### config.mk
export PLATFORM = sky130hd
export DESIGN_NAME = cache_refill_controller
export DESIGN_NICKNAME = d
export VERILOG_FILES = /design/src/rtl/cache_pkg.sv /design/src/rtl/cache_line_store.sv /design/src/rtl/cache_refill_controller.sv
export SDC_FILE = /design/constraint.sdc
export NUM_CORES = 2
export LEC_CHECK = 0
export CORE_MARGIN = 2
export CORE_UTILIZATION = 60
export CTS_CLUSTER_SIZE = 30
export DETAILED_ROUTE_END_ITERATION = 8
export PLACE_DENSITY = 0.76
export SKIP_LAST_GASP = 1
export SLEW_MARGIN = 30
export SYNTH_ARGS = -nofsm -noshare
export SYNTH_HDL_FRONTEND = slang
export SYNTH_SLANG_ARGS = --single-unit
### constraint.sdc
create_clock -name clk -period 5.71 [get_ports clk]
set_clock_uncertainty 0.15 [all_clocks]
set_input_delay 1.142 -clock clk [delete_from_list [all_inputs] [get_ports clk]]
set_output_delay 1.142 -clock clk [all_outputs]
set_load 0.01 [all_outputs]
### src/rtl/cache_pkg.sv
// Shared types and address helpers for the direct-mapped refill cache.
// State encoding plus tag/index extraction used by controller and store.
package cache_pkg;

  typedef logic [2:0] state_t;

  localparam state_t IDLE     = 3'd0;
  localparam state_t LOOKUP   = 3'd1;
  localparam state_t MEM_REQ  = 3'd2;
  localparam state_t MEM_WAIT = 3'd3;
  localparam state_t FILL     = 3'd4;

  function automatic int tag_w(
    input int addr_w,
    input int index_w
  );
    return addr_w - index_w - 2;
  endfunction

  function automatic logic [63:0] addr_index(
    input logic [63:0] addr,
    input int          index_w
  );
    return (addr >> 2) & ((64'd1 << index_w) - 64'd1);
  endfunction

  function automatic logic [63:0] addr_tag(
    input logic [63:0] addr,
    input int          index_w
  );
    return addr >> (index_w + 2);
  endfunction

endpackage

### src/rtl/cache_line_store.sv
// Tag/data arrays with combinational read and a clearable valid vector.
// Arrays keep contents across reset; only the valid bits are cleared.
module cache_line_store
  import cache_pkg::*;
#(
  parameter int INDEX_W = 6,
  parameter int TAG_W   = 24,
  parameter int DATA_W  = 32
) (
  input  logic               clk,
  input  logic               reset,
  input  logic               clear,
  input  logic [INDEX_W-1:0] rd_index,
  output logic               rd_valid,
  output logic [TAG_W-1:0]   rd_tag,
  output logic [DATA_W-1:0]  rd_data,
  input  logic               wr_en,
  input  logic [INDEX_W-1:0] wr_index,
  input  logic [TAG_W-1:0]   wr_tag,
  input  logic [DATA_W-1:0]  wr_data
);

  localparam int LINES = 1 << INDEX_W;

  logic [DATA_W-1:0] data_mem [LINES];
  logic [TAG_W-1:0]  tag_mem  [LINES];
  logic [LINES-1:0]  valid_q;

  always_ff @(posedge clk) begin
    if (wr_en) begin
      data_mem[wr_index] <= wr_data;
      tag_mem[wr_index]  <= wr_tag;
    end
  end

  always_ff @(posedge clk) begin
    if (reset || clear) begin
      valid_q <= '0;
    end else if (wr_en) begin
      valid_q[wr_index] <= 1'b1;
    end
  end

  assign rd_valid = valid_q[rd_index];
  assign rd_tag   = tag_mem[rd_index];
  assign rd_data  = data_mem[rd_index];

endmodule

### src/rtl/cache_refill_controller.sv
// Direct-mapped one-word-per-line cache: lookup FSM and refill handshake.
// Hits answer one cycle after acceptance; misses refill via a single read.
module cache_refill_controller
  import cache_pkg::*;
#(
  parameter int ADDR_W  = 32,
  parameter int DATA_W  = 32,
  parameter int INDEX_W = 6
) (
  input  logic              clk,
  input  logic              reset,
  input  logic              req_valid,
  input  logic [ADDR_W-1:0] req_addr,
  output logic              req_ready,
  output logic              resp_valid,
  output logic [DATA_W-1:0] resp_data,
  output logic              hit,
  output logic              miss,
  output logic              mem_req_valid,
  output logic [ADDR_W-1:0] mem_req_addr,
  input  logic              mem_req_ready,
  input  logic              mem_resp_valid,
  input  logic [DATA_W-1:0] mem_resp_data,
  input  logic              flush
);

  localparam int TAG_W = tag_w(ADDR_W, INDEX_W);

  state_t             state_q;
  logic [ADDR_W-1:0]  addr_q;
  logic [DATA_W-1:0]  resp_q;

  logic [INDEX_W-1:0] idx;
  logic [TAG_W-1:0]   tag;
  logic               rd_valid;
  logic [TAG_W-1:0]   rd_tag;
  logic [DATA_W-1:0]  rd_data;
  logic               tag_match;
  logic               st_idle;
  logic               st_lookup;
  logic               wr_en;
  logic               clear;

  assign idx = INDEX_W'(addr_index(64'(addr_q), INDEX_W));
  assign tag = TAG_W'(addr_tag(64'(addr_q), INDEX_W));

  assign st_idle   = (state_q == IDLE);
  assign st_lookup = (state_q == LOOKUP);
  assign tag_match = rd_valid && (rd_tag == tag);

  assign clear = st_idle && flush;
  assign wr_en = (state_q == MEM_WAIT) && mem_resp_valid && !reset;

  cache_line_store #(
    .INDEX_W (INDEX_W),
    .TAG_W   (TAG_W),
    .DATA_W  (DATA_W)
  ) u_store (
    .clk      (clk),
    .reset    (reset),
    .clear    (clear),
    .rd_index (idx),
    .rd_valid (rd_valid),
    .rd_tag   (rd_tag),
    .rd_data  (rd_data),
    .wr_en    (wr_en),
    .wr_index (idx),
    .wr_tag   (tag),
    .wr_data  (mem_resp_data)
  );

  always_ff @(posedge clk) begin
    if (reset) begin
      state_q <= IDLE;
      addr_q  <= '0;
      resp_q  <= '0;
    end else begin
      unique case (state_q)
        IDLE: begin
          if (!flush && req_valid) begin
            addr_q  <= req_addr;
            state_q <= LOOKUP;
          end
        end
        LOOKUP: begin
          if (tag_match) begin
            resp_q  <= rd_data;
            state_q <= IDLE;
          end else begin
            state_q <= MEM_REQ;
          end
        end
        MEM_REQ: begin
          if (mem_req_ready) state_q <= MEM_WAIT;
        end
        MEM_WAIT: begin
          if (mem_resp_valid) begin
            resp_q  <= mem_resp_data;
            state_q <= FILL;
          end
        end
        FILL: state_q <= IDLE;
        default: state_q <= IDLE;
      endcase
    end
  end

  // resp_q holds the last returned word so resp_data is stable between pulses
  assign req_ready     = st_idle;
  assign hit           = st_lookup && tag_match;
  assign resp_valid    = hit || (state_q == FILL);
  assign resp_data     = hit ? rd_data : resp_q;
  assign miss          = (st_lookup && !tag_match)
                       || (state_q == MEM_REQ)
                       || (state_q == MEM_WAIT);
  assign mem_req_valid = (state_q == MEM_REQ);
  assign mem_req_addr  = {addr_q[ADDR_W-1:2], 2'b00};

endmodule

# Word-level counts from Yosys, hierarchy flattened
# Memory sizes are Yosys's and may differ from the RTL's. A register that Yosys moved wholly into a read port is not among the register bits.
# Cells that the tools add are included.
[op_classes]
n_lt_le_gt_ge = 2
eq_ne = 9
muxes = 19
bitwise_logic = 1
n_reduce_logical = 20
[ops]
columns = ["operator", "n"]
rows = [
  ["$mux 32", 3],
  ["$or 64x64->64", 1],
  ["$pmux 32 s2", 1],
  ["$eq 24x24->1", 1],
  ["$mux 6", 4],
  ["$pmux 3 s4", 1],
  ["$mux 3", 3],
  ["$logic_and 1x1->1", 8],
  ["$lt 6x7->1 const B", 1],
  ["$bmux 1 s6", 1],
  ["$demux 1 s6", 1],
  ["$eq 3x2->1 const B", 2],
  ["$ge 6x1->1 const B", 1],
  ["$reduce_and 3->1", 2],
  ["$logic_or 1x1->1", 4],
  ["$mux 1", 4],
  ["$ne 2x1->1 const B", 2],
  ["$ne 2x2->1 const B", 2],
  ["$eq 3x1->1 const B", 1],
  ["$eq 3x3->1 const B", 1],
  ["$logic_not 1->1", 3],
  ["$logic_not 3->1", 1],
  ["$mux 2", 1],
  ["$reduce_and 2->1", 1],
  ["$reduce_bool 2->1", 1],
]
[totals]
register_bits = 131
ram_bits = 3584
inputBits = 70
output_inout_bits = 69
elab_cells = 57
n_memories = 2
[memory_table]
columns = ["memory", "words", "width", "rd", "rd_clocked_by_memory_dff", "wr", "line", "text"]
rows = [
  ["u_store.data_mem", 64, 32, 1, 1, 1, "cache_line_store.sv:25", "logic [DATA_W-1:0] data_mem [LINES];"],
  ["u_store.tag_mem", 64, 24, 1, 1, 1, "cache_line_store.sv:26", "logic [TAG_W-1:0] tag_mem [LINES];"],
]

# Depth between registers and ports, before layout
[depth]
depth_word = 7
depth_mapped = 17
depth_no_buf = 10

# Cells and area by module
# Synthesis repeated with hierarchy kept, for this count alone.
[hier_totals]
hier_cells = 6385
hier_area_um2 = 142081.3
[by_module_without_submodules]
columns = ["module", "instances", "cells_per_inst", "area_each_um2", "seq_area_each_um2"]
rows = [
  ["cache_line_store", 1, 5941, 138430.3, 108904.4],
  ["cache_refill_controller", 1, 444, 3651.0, 1301.2],
]

# Least setup slack after synthesis
# Ideal clock, no wire load.
[synth_path]
kind = "register to output"
start = "register with a tool-made name"
end = "output port resp_data[21]"
t_arrival_ns = 3.890
required_time_ns = 4.418
slack_ns = 0.528
stages_incl_launch_ff = 13
n_path_buf = 8
cell_sequence = "dfxtp_1 buf_2 buf_4 buf_4 buf_4 buf_4 buf_4 buf_2 buf_1 mux4_2 mux4_2 mux4_2 mux2_2"
[synth_rtl]
columns = ["element", "line", "text"]
rows = [
  ["end: declaration", "cache_refill_controller.sv:16", "output logic [DATA_W-1:0] resp_data,"],
]

==> metrics <==
area of the mapped netlist=143,000 µm²; vias in the first global route=78,581; Final Cycle Share=1.17; most frequent cells in the layout=edfxtp_1 (3,584), mux4_2 (980), buf_4 (439); final hold vios=0; Initial DRT Pass Iterations=6; HP Class=reg -> reg; Die Ht=493 µm; clock sinks=3,719; Synth Area per Inst=22.4 µm²; worst hold margin=317 ps; Worst-Margin Slew=1110 ps; chip width=493 µm; critical path cell sequence=buf_12, buf_12, buf_16, buf_4, buf_4, mux4_2, nor3_1, or4_4, a311oi_4, xor2_2, or4_4, buf_12, nor3_4, buf_6, buf_12, mux2_4, buf_6; post-route antenna net violation count=0; Worst R2R Path Depth=17; end of the worst register-to-register path=resp_q[15]; CP Data Arrival Time=5400 ps; root buffer cell=clkbuf_16; GRT overflow=0; Leak Pwr=53.0 nW; Placement Rows=179; post-synth top area cell=edfxtp_1; Detailed Place HPWL=220 mm; most common cell after layout, fill and taps aside=edfxtp_1; YS warnings=0; Max Slew Vio Count=0; Synth Flop Type=edfxtp_1; max-cap violations=0; top-area cell type share of the netlist area=0.751; Final WS setup=-978 ps; die area=243,000 µm²; cell mode on critical path=buf_12; Synth Instances=6,403; # setup viols final=35; Total Power=57.8 mW; io pins=139; share of layout cells above drive strength 1=0.318; CTS tree=yes; RSZ-0062 raised after global routing=yes; Distinct cells, synth=82; pin count of the biggest net entering global routing=154; Worst Setup EP=resp_data[21]; critical path class=reg -> out; Layout area overhead=15.6%; CTS H-tree lvls=5; r2r setup slk=810 ps; Avg WL per Cell=43.1 µm; slew margin rel.=0.263; vias per cell=7.53; CTS Hold Bufs=0; Clock Pin Slew Worst Setup and Hold Paths=60 ps; GRT Overall Usage=0.375; P per Cell Area=349 nW/µm²; # port buffers=134; initial cell density of the core=0.603; CP max FO=8; post-synthesis register bit count=3,719; DRC viols=0; CP max stage delay=540 ps; failing checks=setup timing; synth top area cells=edfxtp_1 (75%), mux4_2 (15%), dfxtp_1 (1.9%); VDD IR-drop max=0.000403 V; Max Fclk=0.150 GHz; initial antenna violation count=18; outcome=complete, but fails checks; Tmin final=6690 ps; slowest cell on the critical path=or4_4; Iteration-0 DRC Markers=16,343; sequential area share after synthesis=0.770; CTS buffer count=368; routability cong.=0.858; startpoint type of the worst setup path=register; core area=238,000 µm²; Crit path required time=4420 ps; Post-synth EDFFs=3,584; CP endpoint kind=primary output; later-pin clock latency in the skew report=1050 ps; DR vias=79,474; first-pass GRT wire length=623 mm; maximum clock insertion buffer count=4; Post-synth ARST share=0; final WL=455 mm; nets=7,179
[registers in the layout, summed over array words and instances (netlist names), named ones only]
name and cells:
u_store.data_mem 2048, u_store.tag_mem 1536, state_q 3, addr_q 30, u_store.valid_q 64, resp_q 32
[cell type report]
type | instances | area, µm²
fillers | 13115 | 72000
inverters | 17 | 78.8
diodes | 10 | 25.0
clock inverters | 182 | 1820
multi-input cells | 2298 | 32100
repair buffers | 705 | 7510
clock buffers | 457 | 9790
flip-flops and latches | 3719 | 110000
well taps | 3167 | 3960
[kinds of logic after synthesis]
logic type,synth area share
and+or+nand+nor,0.0198
xor gates and xnor gates,0.00141
DFF,0.770
buffers and inverters,0.0128
muxes,0.174
other,0.0000262
AOI/OAI and AO/OA,0.0224
[synthesized netlist by cell type (all sizes together) (5+ instances only)]
master   instances
a221oi          19
mux2            55
nor2           119
nor4b            5
mux2i          218
nand2          212
o21a            70
nand3           47
nor3            21
edfxtp        3584
a41o            31
o22ai           29
o41ai           11
or3              5
nor3b            9
or4              6
a22o             5
a31oi           18
nand2b          12
a32o             5
and2            11
a21oi           52
o211ai          13
dfxtp          135
buf            230
mux4           980
clkbuf         140
o31ai           35
a22oi           60
o2111ai          8
nor2b           22
inv             15
a211oi           9
xor2            10
o21ai           32
nand4           67
nor4             7
o221ai           7
and3            24
xnor2           13
[report_power, final]
group | total (mW) | internal, mW | leakage, nW | switching (mW)
clock network | 24.1 | 13.7 | 5.67 | 10.4
registers | 30.0 | 29.9 | 34.4 | 0.104
logic | 3.62 | 1.49 | 12.9 | 2.13
[stage by stage]
stage	area (µm²)	std cells	utilization	setup slack, ps	TNS, ps
after floorplan	143000	6404	-	528	0
after global placement	153000	9847	0.642	-559	-12950
after detailed placement	153000	9849	0.642	-547	-13670
after CTS	165000	10520	0.695	-919	-29590
after global routing	166000	10547	0.697	-1050	-35440
final	166000	10555	0.697	-978	-33040
[critical path, delay by kind of cell, from the launching register on]
kind / cells / cell delay [ps]
DFF: 1 / 440
and+or+nand+nor: 4 / 1290
buffers and inverters: 9 / 1400
AOI/OAI and AO/OA: 1 / 340
xor gates and xnor gates: 1 / 230
muxes: 2 / 660
[worst min path at each step]
stage	start	to	slack [ps]	depth (start not counted)
final	u_store.valid_q[19]	u_store.valid_q[19]	320	1
after floorplan	u_store.valid_q[37]	u_store.valid_q[37]	280	1
after detailed placement	u_store.valid_q[39]	u_store.valid_q[39]	300	1
after global routing	u_store.valid_q[31]	u_store.valid_q[31]	320	1
after CTS	u_store.valid_q[19]	u_store.valid_q[19]	320	1
after global placement	u_store.valid_q[43]	u_store.valid_q[43]	290	1
[layer usage]
metal  track usage  part of all wire
met5             0           0.00017
met4         0.227             0.075
met2         0.560              0.46
met3         0.115              0.15
met1         0.491              0.32
[timing repair]
item | 4_1_cts | 5_1_grt
endpoints found under the hold margin | 0 | 0
buffers inserted | 24 | 23
pin swaps | 20 | 9
setup endpoints to repair | 35 | 35
cloned | 8 | 1
gates resized for setup | 281 | 25
(Power assumes the default switching activity.)
